File: src/rtl/muldiv_unit.sv
// muldiv_unit: iterative MULT/MULTU/DIV/DIVU unit owning the HI/LO registers.
// Long ops take 33 edges (32 radix-2 steps in RUN, then sign fix-up in FIX).
// MTHI/MTLO write HI/LO in a single cycle while idle.
// Optional build macro MULDIV_FAST_MUL_EN: MULT/MULTU use a single-cycle
// 64-bit multiplier and finish one edge after acceptance; divides are unchanged.
module muldiv_unit #(
    parameter int unsigned      WIDTH   = 32,
    parameter logic [WIDTH-1:0] DIVZ_LO = '1
) (
    input  logic             clk,
    input  logic             rstn,
    input  logic             start,
    input  logic [2:0]       op,
    input  logic [WIDTH-1:0] A,
    input  logic [WIDTH-1:0] B,
    output logic             busy,
    output logic             done,
    output logic [WIDTH-1:0] hi,
    output logic [WIDTH-1:0] lo
);

    localparam int unsigned CW = $clog2(WIDTH);
    localparam int unsigned DW = 2 * WIDTH;

    localparam logic [2:0] OP_MULT  = 3'd0;
    localparam logic [2:0] OP_MULTU = 3'd1;
    localparam logic [2:0] OP_DIV   = 3'd2;
    localparam logic [2:0] OP_DIVU  = 3'd3;
    localparam logic [2:0] OP_MTHI  = 3'd4;
    localparam logic [2:0] OP_MTLO  = 3'd5;

    typedef enum logic [1:0] {
        S_IDLE = 2'd0,
        S_RUN  = 2'd1,
        S_FIX  = 2'd2
    } state_t;

    state_t           state;
    logic [CW-1:0]    cnt;
    logic [DW-1:0]    acc;     // MUL: {partial hi, multiplier/low}; DIV: {rem, quot}
    logic [WIDTH-1:0] opb;     // magnitude of B, or raw A on divide by zero
    logic             is_div;
    logic             divz;
    logic             neg_q;   // product / quotient needs negation
    logic             neg_r;   // remainder needs negation

    logic             op_signed;
    logic             a_neg;
    logic             b_neg;
    logic [WIDTH-1:0] mag_a;
    logic [WIDTH-1:0] mag_b;

    logic [WIDTH:0]   mul_sum;
    logic [DW-1:0]    mul_next;
    logic [WIDTH:0]   div_sh;
    logic [WIDTH:0]   div_diff;
    logic             div_ge;
    logic [DW-1:0]    div_next;
    logic [DW-1:0]    prod_fix;
    logic [WIDTH-1:0] quot_fix;
    logic [WIDTH-1:0] rem_fix;

    // Operand sign decode and magnitudes for signed ops
    always_comb begin
        op_signed = (op == OP_MULT) || (op == OP_DIV);
        a_neg     = op_signed & A[WIDTH-1];
        b_neg     = op_signed & B[WIDTH-1];
        mag_a     = a_neg ? (~A + WIDTH'(1)) : A;
        mag_b     = b_neg ? (~B + WIDTH'(1)) : B;
    end

    // One radix-2 step for each algorithm plus the final sign correction
    always_comb begin
        mul_sum  = {1'b0, acc[DW-1:WIDTH]} + (acc[0] ? {1'b0, opb} : (WIDTH+1)'(0));
        mul_next = {mul_sum, acc[WIDTH-1:1]};

        div_sh   = {acc[DW-1:WIDTH], acc[WIDTH-1]};
        div_ge   = (div_sh >= {1'b0, opb});
        div_diff = div_sh - {1'b0, opb};
        div_next = {(div_ge ? div_diff[WIDTH-1:0] : div_sh[WIDTH-1:0]),
                    acc[WIDTH-2:0], div_ge};

        prod_fix = neg_q ? (~acc + DW'(1)) : acc;
        quot_fix = neg_q ? (~acc[WIDTH-1:0] + WIDTH'(1)) : acc[WIDTH-1:0];
        rem_fix  = neg_r ? (~acc[DW-1:WIDTH] + WIDTH'(1)) : acc[DW-1:WIDTH];
    end

    // Control FSM, iteration datapath and HI/LO registers
    always_ff @(posedge clk or negedge rstn) begin
        if (!rstn) begin
            state  <= S_IDLE;
            cnt    <= '0;
            acc    <= '0;
            opb    <= '0;
            is_div <= 1'b0;
            divz   <= 1'b0;
            neg_q  <= 1'b0;
            neg_r  <= 1'b0;
            busy   <= 1'b0;
            done   <= 1'b0;
            hi     <= '0;
            lo     <= '0;
        end else begin
            done <= 1'b0;
            case (state)
                S_IDLE: begin
                    if (start) begin
                        case (op)
                            OP_MULT, OP_MULTU, OP_DIV, OP_DIVU: begin
                                acc    <= {WIDTH'(0), mag_a};
                                opb    <= mag_b;
                                is_div <= op[1];
                                divz   <= op[1] && (B == '0);
                                neg_q  <= a_neg ^ b_neg;
                                neg_r  <= a_neg;
                                cnt    <= '0;
                                busy   <= 1'b1;
                                state  <= S_RUN;
                                // Divide by zero returns the raw dividend in HI
                                if (op[1] && (B == '0)) begin
                                    opb <= A;
                                end
`ifdef MULDIV_FAST_MUL_EN
                                // Single-cycle multiply goes straight to fix-up
                                if (!op[1]) begin
                                    acc   <= DW'(mag_a) * DW'(mag_b);
                                    state <= S_FIX;
                                end
`endif
                            end
                            OP_MTHI: hi <= A;
                            OP_MTLO: lo <= A;
                            default: ;
                        endcase
                    end
                end
                S_RUN: begin
                    if (!divz) begin
                        acc <= is_div ? div_next : mul_next;
                    end
                    cnt <= cnt + CW'(1);
                    if (cnt == CW'(WIDTH - 1)) begin
                        state <= S_FIX;
                    end
                end
                S_FIX: begin
                    if (is_div) begin
                        if (divz) begin
                            hi <= opb;
                            lo <= DIVZ_LO;
                        end else begin
                            hi <= rem_fix;
                            lo <= quot_fix;
                        end
                    end else begin
                        hi <= prod_fix[DW-1:WIDTH];
                        lo <= prod_fix[WIDTH-1:0];
                    end
                    busy  <= 1'b0;
                    done  <= 1'b1;
                    state <= S_IDLE;
                end
                default: state <= S_IDLE;
            endcase
        end
    end

endmodule

File: config.mk
export PLATFORM = sky130hd
export DESIGN_NAME = muldiv_unit
export DESIGN_NICKNAME = d
export VERILOG_FILES = /design/src/rtl/muldiv_unit.sv
export SDC_FILE = /design/constraint.sdc
export NUM_CORES = 1
export LEC_CHECK = 0
export ABC_CLOCK_PERIOD_IN_PS = 8670
export CELL_PAD_IN_SITES_DETAIL_PLACEMENT = 0
export CELL_PAD_IN_SITES_GLOBAL_PLACEMENT = 2
export CORE_UTILIZATION = 38
export DETAILED_ROUTE_END_ITERATION = 6
export GPL_TIMING_DRIVEN = 1
export PLACE_DENSITY = 0.91
export SYNTH_ARGS = -nofsm -noshare
export SYNTH_HDL_FRONTEND = slang
export SYNTH_SLANG_ARGS = --single-unit
File: constraint.sdc
create_clock -name clk -period 8.67 [get_ports clk]
set_clock_uncertainty 0.1 [all_clocks]
set_input_delay 1.3005 -clock clk [delete_from_list [all_inputs] [get_ports clk]]
set_output_delay 1.3005 -clock clk [all_outputs]
set_load 0.03 [all_outputs]
; ---- Word-level counts from Yosys, hierarchy flattened
; Cells that the tools add are included.
[op_classes]
addsub = 8
n_lt_le_gt_ge = 1
eq_ne = 14
muxes = 34
bitwise_logic = 8
n_reduce_logical = 15
[ops]
columns = cell, count
row1 = two-way mux 32 bit, 15
row2 = two-way mux 64 bit, 5
row3 = "adder 32 x 1 -> 32 bit, second input constant", 4
row4 = NOT 32 bit, 4
row5 = one-hot mux 32 bit (2 select lines), 2
row6 = one-hot mux 64 bit (2 select lines), 1
row7 = "adder 64 x 1 -> 64 bit, second input constant", 1
row8 = NOT 64 bit, 1
row9 = adder 32 x 32 -> 33 bit, 1
row10 = greater-or-equal comparator 33 x 32 -> 1 bit, 1
row11 = logical NOT 32 bit, 1
row12 = subtractor 32 bit, 1
row13 = AND reduction 3 bit, 6
row14 = two-way mux 5 bit, 2
row15 = one-hot mux 5 bit (2 select lines), 1
row16 = "equality test 3 x 2 -> 1 bit, second input constant", 2
row17 = "equality test 3 bit, second input constant", 2
row18 = two-way mux 2 bit, 3
row19 = "inequality test 2 x 1 -> 1 bit, second input constant", 3
row20 = "inequality test 2 bit, second input constant", 3
row21 = "adder 5 x 1 -> 5 bit, second input constant", 1
row22 = "equality test 5 bit, second input constant", 1
row23 = one-hot mux 2 bit (2 select lines), 1
row24 = AND reduction 4 bit, 1
row25 = 13 further kinds, 17
[word_totals]
regBits = 173
inputBits = 70
out_inout_bits = 66
elab_cells = 92

; ---- Longest topological paths before layout
[depth]
ltp_word = 7
ltp_mapped = 15
depth_no_buf = 14

; ---- Least setup slack after synthesis
; OpenSTA, ideal clock, no wires.
[synth_path]
kind = input-to-reg
from = input port A[2]
to = register acc[27]
setup_time_ns = 0.136
arrival_ns = 3.863
t_required_ns = 8.434
path_slack_ns = 4.571
path_stages = 10
n_path_buf = 1
path_cell_list = clkbuf_1 > or4_1 > or4_1 > or3_1 > nand2b_1 > nand2b_1 > or3_1 > o31ai_1 > xor2_1 > a21oi_1
[synth_via]
elab_chain_len = 6
[synth_lines]
columns = element, line
row1 = "start, declared", 14  ; input logic [WIDTH-1:0] A,
row2 = NOT 32 bit, 68  ; mag_a = a_neg ? (~A + WIDTH'(1)) : A;
row3 = adder 32 x 1 -> 32 bit, 68
row4 = two-way mux 32 bit, 68
row5 = two-way mux 64 bit, 108  ; case (op)
row6 = two-way mux 64 bit, 107  ; if (start) begin
row7 = one-hot mux 64 bit (2 select lines), 105  ; case (state)
row8 = "end signal, assigned", 110  ; acc <= {WIDTH'(0), mag_a};
row9 = "end signal, assigned", 139  ; acc <= is_div ? div_next : mul_next;
row10 = "end, declared", 40  ; logic [DW-1:0] acc;
; Every way passes these cells. The select of a mux whose other input is x is not followed.
; A chain may end at the register's enable or synchronous reset.

; ---- Worst setup path after layout
[layout_path]
from = register acc[0]
to = register acc[60]
[layout_via]
elab_chain_len = 5
[layout_lines]
columns = element, line
row1 = two-way mux 32 bit, 74  ; mul_sum = {1'b0, acc[DW-1:WIDTH]} + (acc[0] ? {1'b0, opb} : (WIDTH+1)'(0));
row2 = adder 32 x 32 -> 33 bit, 74
row3 = two-way mux 64 bit, 139
row4 = two-way mux 64 bit, 138  ; if (!divz) begin
row5 = one-hot mux 64 bit (2 select lines), 105
; Every way passes these cells. The select of a mux whose other input is x is not followed.

==> summary.txt <==
Timing
  • Slew margin rel.: 10.8%
  • RSZ-0062 raised after global routing: no
  • Setup TNS: 0 ns
  • Fin. Hold Viols: 0
  • Worst Max-Slew Pin Slew: 1.34 ns
  • Maximum clock rate: between 200 and 250 MHz
  • Final Slew Violations: 0
  • Final period util: between 50 and 60%
  • Final min period: around 4.8 ns
  • # setup viols final: 0

Routing
  • Wire per inst: 24.5 µm
  • Vias: 15.5k
  • Post-route DRC: 0
  • Via-to-Cell Ratio: slightly above 6
  • Post-Route WL: 61600 µm
  • DRT antenna net count: 0
  • Initial drt markers: 1695
  • Drt pass-1 iters: 6

Layout
  • Fillers: slightly above 4k
  • Ratio of cells with drive above 1 in the final layout: under 10%
  • N_diodes: 0
  • Design Area, Final: 17500 µm²
  • Layout Cells excl Fill: approximately 2.5k
  • Synth-to-Final Area Change: 14.5%
  • Nets: 2117
  • Fin util: 44.1%

Critical path
  • Highest cell delay on the worst timing path: a little over 0.5 ns
  • Critical path class: register to register
  • Data required time of the worst path: 8.88 ns
  • WP data arrival: 5.00 ns
  • Most used cell, CP: o21ai_0
  • CP max-delay cell: a211oi_1
  • CP endpoint kind: register
  • CP Launch Type: register
  • CP max FO: 30
  • CP cell instances: clkinv_1 -> buf_4 -> nor2_1 -> ha_1 -> o21ai_0 -> o21ai_0 -> a211oi_1 -> o31ai_1 -> a21oi_1 -> o221ai_1 -> a221o_1 -> and4b_1 -> o41ai_1 -> o211ai_1

Place
  • RePlAce Congestion: 0.946
  • Post-DP HPWL: 45800 µm
  • Placed Cells: 2481
  • Placed cell areas: approximately 17000 µm²
  • Port bufs: 135

Global route
  • GR Util All Layers: about 30%
  • First-pass GRT wire length: a little over 90000 µm
  • Initial antenna violation count: 2
  • Total grt overflow: 0
  • Vias in the first global route: 14.6k
  • Pin count of the biggest net entering global routing: 74

Hold path
  • Worst Hold Class: register to register

Pwr
  • Max VDD drop: 0.000180 V
  • Leakage Power: 7.14 nW
  • PD cells: approximately 470 nW/µm²

Synthesis
  • Number of synthesized flops with an enable pin: 0
  • Syn Inst Count: 1943
  • Syn Nets: between 2k and 2.5k
  • Async set-reset flop share out of synthesis: 100%
  • Post-synth cell types: 79
  • Post-Syn Area per Cell: 7.86 µm²
  • Sequential element share of the synthesized area: 28.4%
  • Syn. warnings: 0
  • Number of synthesized register bits: about 170
  • Main flop type after synthesis: dfrtp_1
  • Syn Std Cell Area: 15300 µm²

Clocking
  • CTS root buffer: clkbuf_16
  • Clock buffer depth: 2
  • Clk sinks: between 150 and 200
  • CTS resizes: 0
  • Post-CTS Hold Buffers: 0
  • CTS tree: built
  • Clock transition at the registers of the reported paths: 0.08 ns
  • Cts bufs inserted: 17
  • Setup bufs post-CTS: 0
  • Skew-Pair Late Insertion Delay: 0.46 ns
  • H-Tree Level Count: 4

Floorplan
  • Die span in x: 202 µm
  • Io pins: 136
  • Die ar.: 41000 µm²
  • Core ar.: 39600 µm²
  • Initial cell density of the core: between 30% and 40%
  • Row cnt: 73
  • Die Ht: 202 µm

Run status
  • Status: finished clean

Flow run
  • Max Cap Viol: 0
-- Yosys cell counts (24+ instances only) --
| cell type | n | area [µm²] |
|---|---|---|
| o31ai_1 | 28 | 210 |
| a32oi_1 | 33 | 289 |
| a211oi_1 | 37 | 278 |
| nand2b_1 | 24 | 150 |
| nand3_1 | 33 | 165 |
| mux2i_1 | 60 | 601 |
| or3_1 | 26 | 163 |
| xnor2_1 | 98 | 858 |
| a21o_1 | 25 | 188 |
| nor2_1 | 123 | 462 |
| nand2_1 | 242 | 908 |
| ha_1 | 70 | 876 |
| xor2_1 | 89 | 780 |
| dfrtp_1 | 173 | 4330 |
| clkbuf_1 | 120 | 450 |
| a21oi_1 | 165 | 826 |
| o21ai_0 | 183 | 916 |
| a22oi_1 | 27 | 203 |
| inv_1 | 64 | 240 |
-- cell usage in the layout (no fill, tap or decap), types with 11 or more instances in the layout --
cell type and count:
a211oi_1 37, a21o_1 25, a21oi_1 165, a22oi_1 27
a31oi_1 16, a32oi_1 33, and3_1 23, buf_4 22
clkbuf_16 17, clkdlybuf4s50_1 134, dfrtp_1 171, ha_1 70
inv_1 64, mux2i_1 60, nand2_1 241, nand2b_1 23
nand3_1 33, nand4_1 19, nor2_1 120, nor2b_1 14
nor3_1 23, nor4_1 11, o211ai_1 23, o21ai_0 183
o221ai_1 17, o31ai_1 28, o41ai_1 13, or3_1 25
or4_1 20, xnor2_1 98, xor2_1 89
-- final cells by class --
cell class / instances / area, µm² / area share [%]
multi-input cells: 1560 / 10100 / 58.0
well taps: 525 / 657 / 3.76
inverters: 66 / 248 / 1.42
clock inverters: 14 / 156 / 0.894
flip-flops and latches: 173 / 4330 / 24.8
repair buffers: 157 / 1520 / 8.69
clock buffers: 18 / 429 / 2.45
-- registers in the layout, indices dropped and copies added (netlist names) --
register,flops
state,2
opb,32
acc,64
neg_r,1
divz,1
is_div,1
hi,32
cnt,5
busy,1
lo,32
neg_q,1
done,1
-- worst paths after layout --
check	from	endpoint	slack, ns	cells after the start
setup / recovery	acc[0]	acc[60]	3.88	14
hold / removal	busy	busy	0.38	2
setup reg to reg	acc[0]	acc[60]	3.88	14
hold reg to reg	busy	busy	0.38	2
max in group asynchronous	rstn	is_div	6.46	2
min in group asynchronous	rstn	lo[13]	0.71	1
-- critical path: cells and delay by family, from the launching register on --
kind / cells / cell delay [ns]
AOI/OAI and AO/OA: 9 / 2.67
buffers and inverters: 2 / 0.76
DFF: 1 / 0.43
and+or+nand+nor: 2 / 0.38
adders and majority gates: 1 / 0.27
-- metal layers --
metal	up-vias	global-route usage (%)	part of all wire, %
met5	-	0	0.041
met4	4	8.75	2.7
met3	98	7.64	10
met2	791	43.8	42
met1	7519	43.0	45
li1	7113	-	-
-- where the power goes --
part	internal, mW	switching, mW	total (mW)
registers	1.22	0.604	1.82
clock network	0.432	0.388	0.820
logic	2.23	3.28	5.50
total	3.88	4.27	8.15
-- metrics by stage --
step	hold WS [ns]	setup WS (ns)	total power, mW
final	0.381	3.88	8.15
after global routing	0.415	3.74	8.77
after CTS	0.394	4.01	8.08
after detailed placement	0.370	3.68	7.23
after global placement	0.367	3.78	7.19
after floorplan	0.380	4.57	5.62
-- kinds of logic (layout without fill, tap and decap cells) --
kind of cell / after synthesis / count (layout) / share of synthesized area [%]
multiplexers: 63 / 63 / 4.16
AO/OA/AOI/OAI: 635 / 635 / 26.4
adder cells (fa/ha/maj): 72 / 72 / 6.00
flip-flops: 173 / 173 / 28.4
buffers and inverters: 210 / 255 / 5.42
AND/OR/NAND/NOR: 603 / 603 / 19.0
XOR/XNOR: 187 / 187 / 10.7
Note: power is estimated with default switching activity, not from simulation.
